--- config.mk ---
export PLATFORM = sky130hd
export DESIGN_NAME = hover_basket_controller
export DESIGN_NICKNAME = d
export VERILOG_FILES = /design/src/rtl/saleterminal_pkg.sv /design/src/rtl/btn_debouncer.sv /design/src/rtl/hover_basket_controller.sv
export SDC_FILE = /design/constraint.sdc
export NUM_CORES = 1
export LEC_CHECK = 0
export BUFFER_PORTS_ARGS = -buffer_cell sky130_fd_sc_hd__buf_2
export CAP_MARGIN = 5
export CORE_ASPECT_RATIO = 1.5
export CORE_MARGIN = 5
export CORE_UTILIZATION = 40
export DETAILED_ROUTE_END_ITERATION = 12
export GPL_TIMING_DRIVEN = 0
export PLACE_DENSITY = 0.56
export SYNTH_ARGS = -nofsm -noshare
export SYNTH_HDL_FRONTEND = slang
export SYNTH_SLANG_ARGS = --single-unit
--- constraint.sdc ---
create_clock -name CLK -period 3.7 [get_ports CLK]
set_input_delay 0.185 -clock CLK [delete_from_list [all_inputs] [get_ports CLK]]
set_output_delay 0.185 -clock CLK [all_outputs]
set_load 0.01 [all_outputs]
--- src/rtl/saleterminal_pkg.sv ---
// Shared constants, button indices and controller state type for the sale terminal.
// Cursor helper functions keep the wrap arithmetic out of the controller body.
package saleterminal_pkg;

    localparam int GRID_COLS    = 4;
    localparam int GRID_ROWS    = 3;
    localparam int NUM_PRODUCTS = GRID_COLS * GRID_ROWS;
    localparam int BASKET_DEPTH = 12;

    localparam int NUM_BTNS       = 5;
    localparam int BTN_IDX_UP     = 0;
    localparam int BTN_IDX_DOWN   = 1;
    localparam int BTN_IDX_LEFT   = 2;
    localparam int BTN_IDX_RIGHT  = 3;
    localparam int BTN_IDX_SELECT = 4;

    typedef enum logic {
        IDLE   = 1'b0,
        REMOVE = 1'b1
    } ctl_state_t;

    typedef logic [3:0] idx_t;

    // Row and column wrap independently, so a step never leaves its row/column.
    function automatic idx_t grid_move(input idx_t c, input int drow, input int dcol);
        int row;
        int col;
        row = (int'(c) / GRID_COLS + drow + GRID_ROWS) % GRID_ROWS;
        col = (int'(c) % GRID_COLS + dcol + GRID_COLS) % GRID_COLS;
        return idx_t'(row * GRID_COLS + col);
    endfunction

    function automatic idx_t ring_step(input idx_t v, input idx_t n, input logic dec);
        if (dec)
            return (v == 4'd0) ? n - 4'd1 : v - 4'd1;
        return (v == n - 4'd1) ? 4'd0 : v + 4'd1;
    endfunction

endpackage

--- src/rtl/btn_debouncer.sv ---
// Raw button -> 2-FF sync -> level debounce -> one-cycle rising-edge pulse.
// With HOVER_AUTOREPEAT_EN defined, a held button also emits delayed periodic repeat pulses.
module btn_debouncer #(
`ifdef HOVER_AUTOREPEAT_EN
    parameter int REPEAT_DELAY    = 12500000,
    parameter int REPEAT_PERIOD   = 5000000,
    parameter bit REPEAT_EN       = 1'b1,
`endif
    parameter int DEBOUNCE_CYCLES = 250000
) (
    input  logic i_clk,
    input  logic i_rst_n,
    input  logic i_btn,
    output logic o_pulse
);

    localparam int DW = $clog2(DEBOUNCE_CYCLES + 1);
    localparam logic [DW-1:0] DB_LAST = DW'(DEBOUNCE_CYCLES - 1);

    logic [1:0]    r_sync;
    logic          r_stable;
    logic          r_stable_d;
    logic          r_pulse;
    logic [DW-1:0] r_db_cnt;
    logic          w_edge;

    assign w_edge  = r_stable & ~r_stable_d;
    assign o_pulse = r_pulse;

    // The synchronised level must disagree with the accepted level for DEBOUNCE_CYCLES in a row.
    always_ff @(posedge i_clk or negedge i_rst_n) begin
        if (!i_rst_n) begin
            r_sync     <= 2'b00;
            r_stable   <= 1'b0;
            r_stable_d <= 1'b0;
            r_db_cnt   <= '0;
        end else begin
            r_sync     <= {r_sync[0], i_btn};
            r_stable_d <= r_stable;
            if (r_sync[1] == r_stable) begin
                r_db_cnt <= '0;
            end else if (r_db_cnt == DB_LAST) begin
                r_stable <= r_sync[1];
                r_db_cnt <= '0;
            end else begin
                r_db_cnt <= r_db_cnt + 1'b1;
            end
        end
    end

`ifdef HOVER_AUTOREPEAT_EN
    localparam int RMAX = (REPEAT_DELAY > REPEAT_PERIOD) ? REPEAT_DELAY : REPEAT_PERIOD;
    localparam int RW   = $clog2(RMAX + 1);

    logic [RW-1:0] r_rpt_cnt;
    logic          r_rpt_armed;
    logic          w_rpt;

    assign w_rpt = REPEAT_EN && r_stable &&
                   (r_rpt_armed ? (r_rpt_cnt == RW'(REPEAT_PERIOD - 1))
                                : (r_rpt_cnt == RW'(REPEAT_DELAY - 1)));

    always_ff @(posedge i_clk or negedge i_rst_n) begin
        if (!i_rst_n) begin
            r_rpt_cnt   <= '0;
            r_rpt_armed <= 1'b0;
        end else if (!r_stable || !REPEAT_EN) begin
            r_rpt_cnt   <= '0;
            r_rpt_armed <= 1'b0;
        end else if (w_rpt) begin
            r_rpt_cnt   <= '0;
            r_rpt_armed <= 1'b1;
        end else begin
            r_rpt_cnt <= r_rpt_cnt + 1'b1;
        end
    end

    always_ff @(posedge i_clk or negedge i_rst_n) begin
        if (!i_rst_n) r_pulse <= 1'b0;
        else          r_pulse <= w_edge | w_rpt;
    end
`else
    always_ff @(posedge i_clk or negedge i_rst_n) begin
        if (!i_rst_n) r_pulse <= 1'b0;
        else          r_pulse <= w_edge;
    end
`endif

endmodule

--- src/rtl/hover_basket_controller.sv ---
// Button-driven browse/basket cursor sequencer with a shifting remove FSM and frame-synchronous publish.
// Define HOVER_AUTOREPEAT_EN to enable auto-repeat on the direction buttons.
module hover_basket_controller
    import saleterminal_pkg::*;
#(
`ifdef HOVER_AUTOREPEAT_EN
    parameter int REPEAT_DELAY    = 12500000,
    parameter int REPEAT_PERIOD   = 5000000,
`endif
    parameter int DEBOUNCE_CYCLES = 250000
) (
    input  logic                    CLK,
    input  logic                    RST_N,
    input  logic                    BTN_UP,
    input  logic                    BTN_DOWN,
    input  logic                    BTN_LEFT,
    input  logic                    BTN_RIGHT,
    input  logic                    BTN_SELECT,
    input  logic                    SW2,
    input  logic                    FRAME_TICK,
    input  logic [3:0]              BasketRdIdx,
    output logic [3:0]              BasketRdID,
    output logic [NUM_PRODUCTS-1:0] HighlightedProductList,
    output logic [3:0]              BasketProductNum,
    output logic                    BasketFull,
    output logic                    Busy
);

    localparam logic [3:0] DEPTH_C = 4'(BASKET_DEPTH);

    logic [NUM_BTNS-1:0]     w_btn_raw;
    logic [NUM_BTNS-1:0]     w_pulse;
    logic [1:0]              r_sw_sync;
    logic                    r_sw_d;
    logic                    w_mode;
    logic                    w_sw_edge;
    logic                    w_busy;
    logic                    w_cmd_sel, w_cmd_up, w_cmd_down, w_cmd_left, w_cmd_right;
    logic                    w_rm_start, w_rm_shift, w_rm_last;
    ctl_state_t              r_state, w_state_nxt;
    idx_t                    r_cur, r_bcur, r_count, r_rm_idx;
    idx_t                    w_cnt_dec;
    idx_t                    r_bsk [BASKET_DEPTH];
    logic [NUM_PRODUCTS-1:0] w_hl;
    logic [NUM_PRODUCTS-1:0] r_pub_hl;
    idx_t                    r_pub_num;
    logic                    r_full;

    always_comb begin
        w_btn_raw                 = '0;
        w_btn_raw[BTN_IDX_UP]     = BTN_UP;
        w_btn_raw[BTN_IDX_DOWN]   = BTN_DOWN;
        w_btn_raw[BTN_IDX_LEFT]   = BTN_LEFT;
        w_btn_raw[BTN_IDX_RIGHT]  = BTN_RIGHT;
        w_btn_raw[BTN_IDX_SELECT] = BTN_SELECT;
    end

    for (genvar gi = 0; gi < NUM_BTNS; gi++) begin : g_btn
        btn_debouncer #(
`ifdef HOVER_AUTOREPEAT_EN
            .REPEAT_DELAY   (REPEAT_DELAY),
            .REPEAT_PERIOD  (REPEAT_PERIOD),
            .REPEAT_EN      (gi != BTN_IDX_SELECT),
`endif
            .DEBOUNCE_CYCLES(DEBOUNCE_CYCLES)
        ) u_deb (
            .i_clk  (CLK),
            .i_rst_n(RST_N),
            .i_btn  (w_btn_raw[gi]),
            .o_pulse(w_pulse[gi])
        );
    end

    always_ff @(posedge CLK or negedge RST_N) begin
        if (!RST_N) begin
            r_sw_sync <= 2'b00;
            r_sw_d    <= 1'b0;
        end else begin
            r_sw_sync <= {r_sw_sync[0], SW2};
            r_sw_d    <= r_sw_sync[1];
        end
    end

    assign w_mode    = r_sw_sync[1];
    assign w_sw_edge = r_sw_sync[1] ^ r_sw_d;

    // Exactly one command survives per cycle, and none while a remove is in flight.
    assign w_cmd_sel   = ~w_busy & w_pulse[BTN_IDX_SELECT];
    assign w_cmd_up    = ~w_busy & ~w_pulse[BTN_IDX_SELECT] & w_pulse[BTN_IDX_UP];
    assign w_cmd_down  = ~w_busy & ~w_pulse[BTN_IDX_SELECT] & ~w_pulse[BTN_IDX_UP]
                       & w_pulse[BTN_IDX_DOWN];
    assign w_cmd_left  = ~w_busy & ~w_pulse[BTN_IDX_SELECT] & ~w_pulse[BTN_IDX_UP]
                       & ~w_pulse[BTN_IDX_DOWN] & w_pulse[BTN_IDX_LEFT];
    assign w_cmd_right = ~w_busy & ~w_pulse[BTN_IDX_SELECT] & ~w_pulse[BTN_IDX_UP]
                       & ~w_pulse[BTN_IDX_DOWN] & ~w_pulse[BTN_IDX_LEFT] & w_pulse[BTN_IDX_RIGHT];

    assign w_rm_start = w_cmd_sel & w_mode & (r_count != 4'd0);
    assign w_rm_shift = ({1'b0, r_rm_idx} + 5'd1) <  {1'b0, r_count};
    assign w_rm_last  = ({1'b0, r_rm_idx} + 5'd2) >= {1'b0, r_count};
    assign w_cnt_dec  = r_count - 4'd1;

    always_ff @(posedge CLK or negedge RST_N) begin
        if (!RST_N) r_state <= IDLE;
        else        r_state <= w_state_nxt;
    end

    always_comb begin
        w_state_nxt = r_state;
        case (r_state)
            IDLE:    if (w_rm_start) w_state_nxt = REMOVE;
            REMOVE:  if (w_rm_last)  w_state_nxt = IDLE;
            default: w_state_nxt = IDLE;
        endcase
    end

    always_comb begin
        w_busy = (r_state == REMOVE);
    end

    always_ff @(posedge CLK or negedge RST_N) begin
        if (!RST_N) begin
            r_cur    <= '0;
            r_bcur   <= '0;
            r_count  <= '0;
            r_full   <= 1'b0;
            r_rm_idx <= '0;
            for (int i = 0; i < BASKET_DEPTH; i++) r_bsk[i] <= '0;
        end else begin
            if (r_state == IDLE) begin
                if (!w_mode) begin
                    if (w_cmd_sel) begin
                        if (r_count < DEPTH_C) begin
                            r_bsk[r_count] <= r_cur;
                            r_count        <= r_count + 4'd1;
                        end else begin
                            r_full <= 1'b1;
                        end
                    end
                    else if (w_cmd_up)    r_cur <= grid_move(r_cur, -1,  0);
                    else if (w_cmd_down)  r_cur <= grid_move(r_cur,  1,  0);
                    else if (w_cmd_left)  r_cur <= grid_move(r_cur,  0, -1);
                    else if (w_cmd_right) r_cur <= grid_move(r_cur,  0,  1);
                end else if (r_count != 4'd0) begin
                    if (w_cmd_sel)       r_rm_idx <= r_bcur;
                    else if (w_cmd_up)   r_bcur   <= ring_step(r_bcur, r_count, 1'b1);
                    else if (w_cmd_down) r_bcur   <= ring_step(r_bcur, r_count, 1'b0);
                end
            end else begin
                // One entry closes the gap per cycle; the last cycle also commits the new count.
                if (w_rm_shift) r_bsk[r_rm_idx] <= r_bsk[r_rm_idx + 4'd1];
                r_rm_idx <= r_rm_idx + 4'd1;
                if (w_rm_last) begin
                    r_count <= w_cnt_dec;
                    r_full  <= 1'b0;
                    if (w_cnt_dec == 4'd0)       r_bcur <= '0;
                    else if (r_bcur == w_cnt_dec) r_bcur <= w_cnt_dec - 4'd1;
                end
            end
            if (w_sw_edge) r_bcur <= '0;
        end
    end

    always_comb begin
        w_hl = '0;
        if (!w_mode)               w_hl = NUM_PRODUCTS'(1) << r_cur;
        else if (r_count != 4'd0)  w_hl = NUM_PRODUCTS'(1) << r_bcur;
    end

    // Publishing only in IDLE keeps a half-shifted basket off the screen.
    always_ff @(posedge CLK or negedge RST_N) begin
        if (!RST_N) begin
            r_pub_hl  <= NUM_PRODUCTS'(1);
            r_pub_num <= '0;
        end else if (FRAME_TICK && (r_state == IDLE)) begin
            r_pub_hl  <= w_hl;
            r_pub_num <= r_count;
        end
    end

    always_comb begin
        BasketRdID = 4'd0;
        if (BasketRdIdx < r_count) BasketRdID = r_bsk[BasketRdIdx];
    end

    assign HighlightedProductList = r_pub_hl;
    assign BasketProductNum       = r_pub_num;
    assign BasketFull             = r_full;
    assign Busy                   = w_busy;

endmodule

==> results of run 1 <==
## what timing repair did
item / in CTS / in global routing
endpoints found under the hold margin: 104 / 0
hold buffers: 7 / 0
gates resized for setup: 0 / 0
## cell usage after synthesis, drive strengths merged, types with 3 or more instances
cell and n:
a211oi 3, a21oi 100, a221o 4, a22o 3
a22oi 7, a31oi 5, a32oi 15, and2 10
and3 19, buf 20, clkbuf 23, dfrtp 199
ha 47, inv 32, mux2 8, mux2i 7
mux4 24, nand2 88, nand2b 11, nand3 60
nand3b 3, nor2 221, nor2b 15, nor3 21
nor4 10, nor4b 3, o21a 9, o21ai 36
o22ai 6, or2 4, or3 7, xnor2 44
xor2 52
## power by group through the flow
stage,clock [W],combinational [W],sequential (W)
final,0.00186,0.000288,0.00225
after floorplan,0,0.000179,0.00228
after global placement,0,0.000282,0.00229
after detailed placement,0,0.000288,0.00229
after global routing,0.00200,0.000327,0.00225
after CTS,0.00193,0.000295,0.00225
## layer usage
| metal | part of all wire | vias to the layer above | routed length [µm] |
|---|---|---|---|
| li1 | - | 4073 | - |
| met1 | 0.41 | 4122 | 11000 |
| met2 | 0.53 | 150 | 14300 |
| met3 | 0.027 | 55 | 733 |
| met4 | 0.028 | 0 | 754 |
| met5 | 0 | - | 0 |
## state kept, by name (all words and copies together) (netlist names)
register,count
r_cur,4
r_count,4
g_btn.u_deb.o_pulse,5
r_bsk,48
BasketProductNum,4
g_btn.u_deb.r_sync,10
r_sw_sync,2
g_btn.u_deb.r_db_cnt,90
r_bcur,4
HighlightedProductList,12
g_btn.u_deb.r_stable,5
r_sw_d,1
r_rm_idx,4
BasketFull,1
Busy,1
g_btn.u_deb.r_stable_d,5
## critical path, cell delays in order (launching register included)
cell and delay (ns):
dfrtp_1 0.43, buf_6 0.19, buf_6 0.20, inv_1 0.11, ha_1 0.46, buf_1 0.62, mux4_2 0.44, a221o_1 0.40
buf_2 0.23, a21oi_1 0.21, a21oi_1 0.09
## cells in the final DEF, fill, tap and decap left out, types with 36 or more instances in the layout
master and count:
nand2_1 88, xnor2_1 44, nand3_1 60, o21ai_0 36, a21oi_1 100, ha_1 47, nor2_1 221, buf_2 47
dfrtp_1 199, xor2_1 52
## kinds of logic after synthesis
group / after synthesis
buf+inv: 75
xor+xnor: 96
flops: 200
compound gates: 208
simple gates: 477
fa+ha+maj: 47
mux: 39
## cell type report
| cell class | count | area share |
|---|---|---|
| Sequential cell | 200 | 0.411 |
| Timing Repair Buffer | 42 | 0.0228 |
| Clock buffer | 19 | 0.0372 |
| Buffer | 43 | 0.0172 |
| Inverter | 32 | 0.00986 |
| Clock inverter | 13 | 0.0112 |
| Multi-Input combinational cell | 867 | 0.456 |
| Tap cell | 342 | 0.0351 |
## per-stage QoR
stage | setup TNS, ns | hold slack (ns)
2_1_floorplan | 0 | -0.111
3_3_place_gp | -207.25 | 0.293
3_5_place_dp | 0 | 0.284
4_1_cts | 0 | 0.104
5_1_grt | 0 | 0.168
6_report | 0 | 0.129
## path summary, 6_finish.rpt
| check | startpoint | to |
|---|---|---|
| min reg2reg | g_btn[1].u_deb.r_sync[0]$_DFF_PN0_ | g_btn[1].u_deb.r_sync[1]$_DFF_PN0_ |
| max in group asynchronous | RST_N | r_bsk[21]$_DFFE_PN0P_ |
| max reg2reg | r_rm_idx[0]$_DFFE_PN0P_ | r_bsk[12]$_DFFE_PN0P_ |
| max | r_rm_idx[0]$_DFFE_PN0P_ | r_bsk[12]$_DFFE_PN0P_ |
| min in group asynchronous | RST_N | g_btn[0].u_deb.r_db_cnt[7]$_DFF_PN0_ |
| min | FRAME_TICK | HighlightedProductList[3]$_DFFE_PN0P_ |
==> results.sh, run 1 <==
export IMPL_status="completed"
export IMPL_crit_type="reg -> reg"
export IMPL_ys_types=54
export IMPL_synth_top_flop_cell="dfrtp_1"
export IMPL_crit_arrival_ns=3.85
export IMPL_dp_cells=1519
export IMPL_leakage_nw=5.25
export IMPL_slew_violations=0
export IMPL_worst_clock_skew_ns=0.0175
export IMPL_core_area_mm2=0.0270
export IMPL_synth_edf_count=0
export IMPL_syn_avg_cell_area_um2=9.53
export IMPL_cts_root_buf="clkbuf_16"
export IMPL_clock_sinks=200
export IMPL_drt_total_wl_mm=26.7
export IMPL_hold_depth=3
export IMPL_worst_pin_slew_ns=0.823
export IMPL_netlist_area_mm2=0.0109
export IMPL_slew_headroom=0.444
export IMPL_hpwl_mm=19.5
export IMPL_path_clk_slew_ns=0.09
export IMPL_cap_violations=0
export IMPL_cp_start_kind="flop"
export IMPL_switching_power_w=0.00114
export IMPL_synthToLayoutAreaGrowth_pct=11.9
export IMPL_grt_setup_unrepaired="false"
export IMPL_period_needed_ns=3.54
export IMPL_die_w_um=145
export IMPL_nets=1263
export IMPL_grt_pass1_wl_mm=44.7
export IMPL_use_met1=0.221
export IMPL_dieArea_mm2=0.0307
export IMPL_initial_core_util=0.403
export IMPL_hold_path_class="in -> reg"
export IMPL_end_kind="flop"
export IMPL_final_antenna_net_count=0
export IMPL_clkPwrFrac=0.424
export IMPL_routed_via_density=5.39
export IMPL_fp_dieH_um=212
export IMPL_cts_buffer_depth=2
export IMPL_grt_max_degree=102
export IMPL_drtIter0Drc=435
export IMPL_max_vdd_ir_drop_mv=0.306
export IMPL_place_congestion=0.882
export IMPL_r2r_setup_slack_ns=0.16
export IMPL_gr_usage_all_layers=0.183
export IMPL_fmax_mhz=282
export IMPL_r2r_cells=10
export IMPL_setup_viol=0
export IMPL_swShare=0.260
export IMPL_cts_buffers=17
export IMPL_stdcell_count=1558
export IMPL_fin_crit_sh=0.957
export IMPL_top_usage_layer="met2"
export IMPL_layout_drive_gt1_share=0.105
export IMPL_worstPathMaxFanout=10
export IMPL_antenna_found_initial=0
export IMPL_synth_xor_area_share=0.0772
export IMPL_htreeDepth=4
export IMPL_cts_tree="yes"
export IMPL_synthTopCellsByArea="dfrtp_1 (46%), nor2_1 (7.6%), ha_1 (5.4%), mux4_2 (5.0%), a21oi_1 (4.6%)"
export IMPL_seqCellArea_mm2=0.00501
export IMPL_yosysWarnings=0
export IMPL_place_ws_ns=0.160
export IMPL_diodes=0
export IMPL_yosysTopAreaCell="dfrtp_1"
export IMPL_io_buffers=34
export IMPL_p_int_w=0.00325
export IMPL_finalHoldViolations=0
export IMPL_post_cts_setup_buffers=0
export IMPL_timing_final_ws_setup_ns=0.160
export IMPL_rows=74
export IMPL_clock_latency_ns=0.45
export IMPL_dr_pass1_iters=5
export IMPL_yosysSeqAreaShare=0.460
export IMPL_pwr_share_comb=0.066
export IMPL_synth_adder_area_share=0.0540
export IMPL_synth_top_family_by_area="simple AND/OR/NAND/NOR gates"
export IMPL_syn_nets=1202
export IMPL_p_total_w=0.00440
export IMPL_grt_util_met3=0.0252
export IMPL_synth_top_area_share=0.457
export IMPL_first_global_vias=8607
export IMPL_io_pins=35
export IMPL_synthSimpleGateAreaFrac=0.196
export IMPL_async_reset_ff_frac=1.00
export IMPL_grt_overflow=0
export IMPL_syn_inst=1142
export IMPL_postLayoutCellArea_mm2=0.0122
export IMPL_synthMuxAreaShare=0.0644
export IMPL_crit_required_ns=4.01
export IMPL_multi_input_area_mm2=0.00555
export IMPL_dpl_instance_area_mm2=0.0115
export IMPL_use_met2=0.329
export IMPL_power_density_mw_per_mm2=361
export IMPL_drc_errors=0
export IMPL_via_count=8400
export IMPL_ys_ff_latch=200
export IMPL_finish_utilization=0.451
export IMPL_synth_compound_area_frac=0.119
export IMPL_fill_cells=2630
export IMPL_p_seq_frac=0.511
export IMPL_wire_per_inst_um=17.2
(Power assumes the default switching activity.)
==> inputs of run 2 (changes only) <==
- ABC_AREA: default -> 1
==> run 2 against run 1 <==
Compared with the run above: critical path depth up 6; first-iteration DRC count up 44%; worst hold slack better by 0.027 ns; synthesized cell count up 50%; area after synthesis up 13%; utilization about the same; global-route usage up 0.85 points; via count up 31%; largest power group unchanged; clock skew down 0.0063 ns.
==> results.sh, run 2 <==
export IMPL_status="completed"
export IMPL_worst_pin_slew_ns=1.08
export IMPL_synthToLayoutAreaGrowth_pct=10.8
export IMPL_worstReg2RegEnd="r_bsk[46]$_DFFE_PN0P_"
export IMPL_async_reset_ff_frac=1.00
export IMPL_nets=1832
export IMPL_htreeDepth=4
export IMPL_worstPathMaxFanout=12
export IMPL_cts_tree="yes"
export IMPL_synth_commonest_cells="nand2_1 (562), dfrtp_1 (199), nor2_1 (188)"
export IMPL_path_clk_slew_ns=0.08
export IMPL_fin_crit_sh=0.744
export IMPL_syn_inst=1711
export IMPL_syn_nets=1771
export IMPL_post_cts_setup_buffers=0
export IMPL_r2r_setup_slack_ns=0.95
export IMPL_rows=78
export IMPL_leakage_nw=6.52
export IMPL_hpwl_mm=24.3
export IMPL_clock_sinks=200
export IMPL_crit_arrival_ns=3.10
export IMPL_holdCritStartpoint="FRAME_TICK"
export IMPL_grt_overflow=0
export IMPL_fill_cells=3152
export IMPL_final_common_cell="nand2_1"
export IMPL_min_to="HighlightedProductList[3]$_DFFE_PN0P_"
export IMPL_synth_most_common_cell="nand2_1"
export IMPL_worst_clock_skew_ns=0.0111
export IMPL_fmax_mhz=363
export IMPL_cp_start_kind="flop"
export IMPL_finalHoldViolations=0
export IMPL_p_total_w=0.00436
export IMPL_yosysTopAreaCell="dfrtp_1"
export IMPL_power_density_mw_per_mm2=319
export IMPL_initial_core_util=0.407
export IMPL_cts_root_buf="clkbuf_16"
export IMPL_cts_buffers=17
export IMPL_largest_register="g_btn.u_deb.r_db_cnt"
export IMPL_synthTopCellsByArea="dfrtp_1 (40%), nand2_1 (17%), nor2_1 (5.7%), inv_1 (5.7%), ha_1 (4.8%)"
export IMPL_yosysWarnings=0
export IMPL_ys_types=44
export IMPL_place_congestion=0.901
export IMPL_netlist_area_mm2=0.0123
export IMPL_first_global_vias=10600
export IMPL_cap_violations=0
export IMPL_io_buffers=34
export IMPL_crit_type="reg -> reg"
export IMPL_antenna_found_initial=0
export IMPL_setup_viol=0
export IMPL_layout_common_cells="nand2_1 (562), dfrtp_1 (199), nor2_1 (188), inv_1 (187), nand3_1 (91)"
export IMPL_period_needed_ns=2.75
export IMPL_hold_depth=4
export IMPL_routed_via_density=5.02
export IMPL_die_w_um=153
export IMPL_dr_pass1_iters=5
export IMPL_crit_required_ns=4.05
export IMPL_via_count=11000
export IMPL_core_area_mm2=0.0304
export IMPL_end_kind="flop"
export IMPL_r2r_cells=16
export IMPL_hold_path_class="in -> reg"
export IMPL_slew_headroom=0.276
export IMPL_dieArea_mm2=0.0345
export IMPL_postCtsResizedCells=0
export IMPL_slew_violations=0
export IMPL_grt_pass1_wl_mm=53.8
export IMPL_io_pins=35
export IMPL_grt_max_degree=115
export IMPL_gr_usage_all_layers=0.191
export IMPL_drt_total_wl_mm=32.3
export IMPL_max_vdd_ir_drop_mv=0.333
export IMPL_drc_errors=0
export IMPL_ys_ff_latch=200
export IMPL_yosysSeqAreaShare=0.406
export IMPL_drtIter0Drc=626
export IMPL_cts_buffer_depth=2
export IMPL_final_antenna_net_count=0
export IMPL_synth_top_area_share=0.404
export IMPL_fp_dieH_um=225
export IMPL_grt_setup_unrepaired="false"
export IMPL_diodes=0
export IMPL_synth_edf_count=0
export IMPL_synth_top_flop_cell="dfrtp_1"
export IMPL_largest_reg_flops=90
export IMPL_clock_latency_ns=0.46
export IMPL_wire_per_inst_um=14.8
export IMPL_hold_slack_ns=0.157
export IMPL_timing_rr_start="r_rm_idx[0]$_DFFE_PN0P_"
export IMPL_layout_drive_gt1_share=0.0913
export IMPL_syn_avg_cell_area_um2=7.21
[run 2: repair_timing]
item | 4_1_cts | 5_1_grt
hold endpoints to repair | 91 | 0
endpoints found under the setup margin | 0 | 0
hold buffers | 7 | 0
[run 2: power breakdown]
group / switching [W] / leakage (nW) / internal (W)
Combinational: 0.000218 / 3.52 / 0.000102
Sequential: 0.0000347 / 2.74 / 0.00222
Clock: 0.000894 / 0.263 / 0.000893
[run 2: cell type report]
type                       instances  area (µm²)  share of cell area
sequential                       200        5010               0.366
clock buffer                      18         439              0.0321
multi-input combinational       1274        6350               0.465
inverter                         201         757              0.0554
clock inverter                    14         115             0.00842
timing repair buffer              42         278              0.0203
tap                              400         500              0.0366
buffer                            36         225              0.0165
[run 2: cell families after synthesis]
kind of cell               count (synthesis)  synth area share
and+or+nand+nor                          997             0.351
buffers and inverters                    237            0.0796
DFF                                      200             0.406
AOI/OAI and AO/OA                        176            0.0774
xor gates and xnor gates                  54            0.0383
adders and majority gates                 47            0.0477
[run 2: how the worst max path moves through the flow]
stage	startpoint	endpoint	slack [ns]	cells past startpoint
after floorplan	r_rm_idx[0]$_DFFE_PN0P_	r_bsk[16]$_DFFE_PN0P_	1.46	14
after global placement	RST_N	g_btn[2].u_deb.r_db_cnt[15]$_DFF_PN0_	-1.08	1
after detailed placement	r_rm_idx[0]$_DFFE_PN0P_	r_bsk[23]$_DFFE_PN0P_	1.02	14
after CTS	r_rm_idx[0]$_DFFE_PN0P_	r_bsk[9]$_DFFE_PN0P_	1.0	14
after global routing	r_rm_idx[0]$_DFFE_PN0P_	r_bsk[38]$_DFFE_PN0P_	0.72	15
final	r_rm_idx[0]$_DFFE_PN0P_	r_bsk[46]$_DFFE_PN0P_	0.95	16
[run 2: per-stage QoR]
step	setup TNS [ns]	utilization	setup WS [ns]	instance area (µm²)	instances
2_1_floorplan	0	-	1.46	12300	1711
3_3_place_gp	-206.79	0.429	-1.08	13000	2145
3_5_place_dp	0	0.430	1.02	13000	2146
4_1_cts	0	0.450	0.998	13700	2185
5_1_grt	0	0.450	0.724	13700	2185
6_report	0	0.450	0.947	13700	2185
[run 2: metal layers]
layer,global-route usage,vias up,share of wire
met5,0,-,0
met2,0.331,261,0.49
met3,0.0300,62,0.037
met1,0.235,5092,0.44
li1,-,5555,-
met4,0.0869,0,0.038
[run 2: critical path, stage by stage, from the launching register on]
cell and delay (ns):
dfrtp_1 0.42, buf_4 0.24, inv_4 0.09, buf_6 0.16
ha_1 0.32, buf_4 0.19, inv_1 0.27, nor2_1 0.09
nand2_1 0.07, nand3_1 0.08, nand3_1 0.09, nand2_1 0.13
buf_4 0.22, nand2_1 0.07, nand2_1 0.05, nand2_1 0.09
nand2_1 0.05
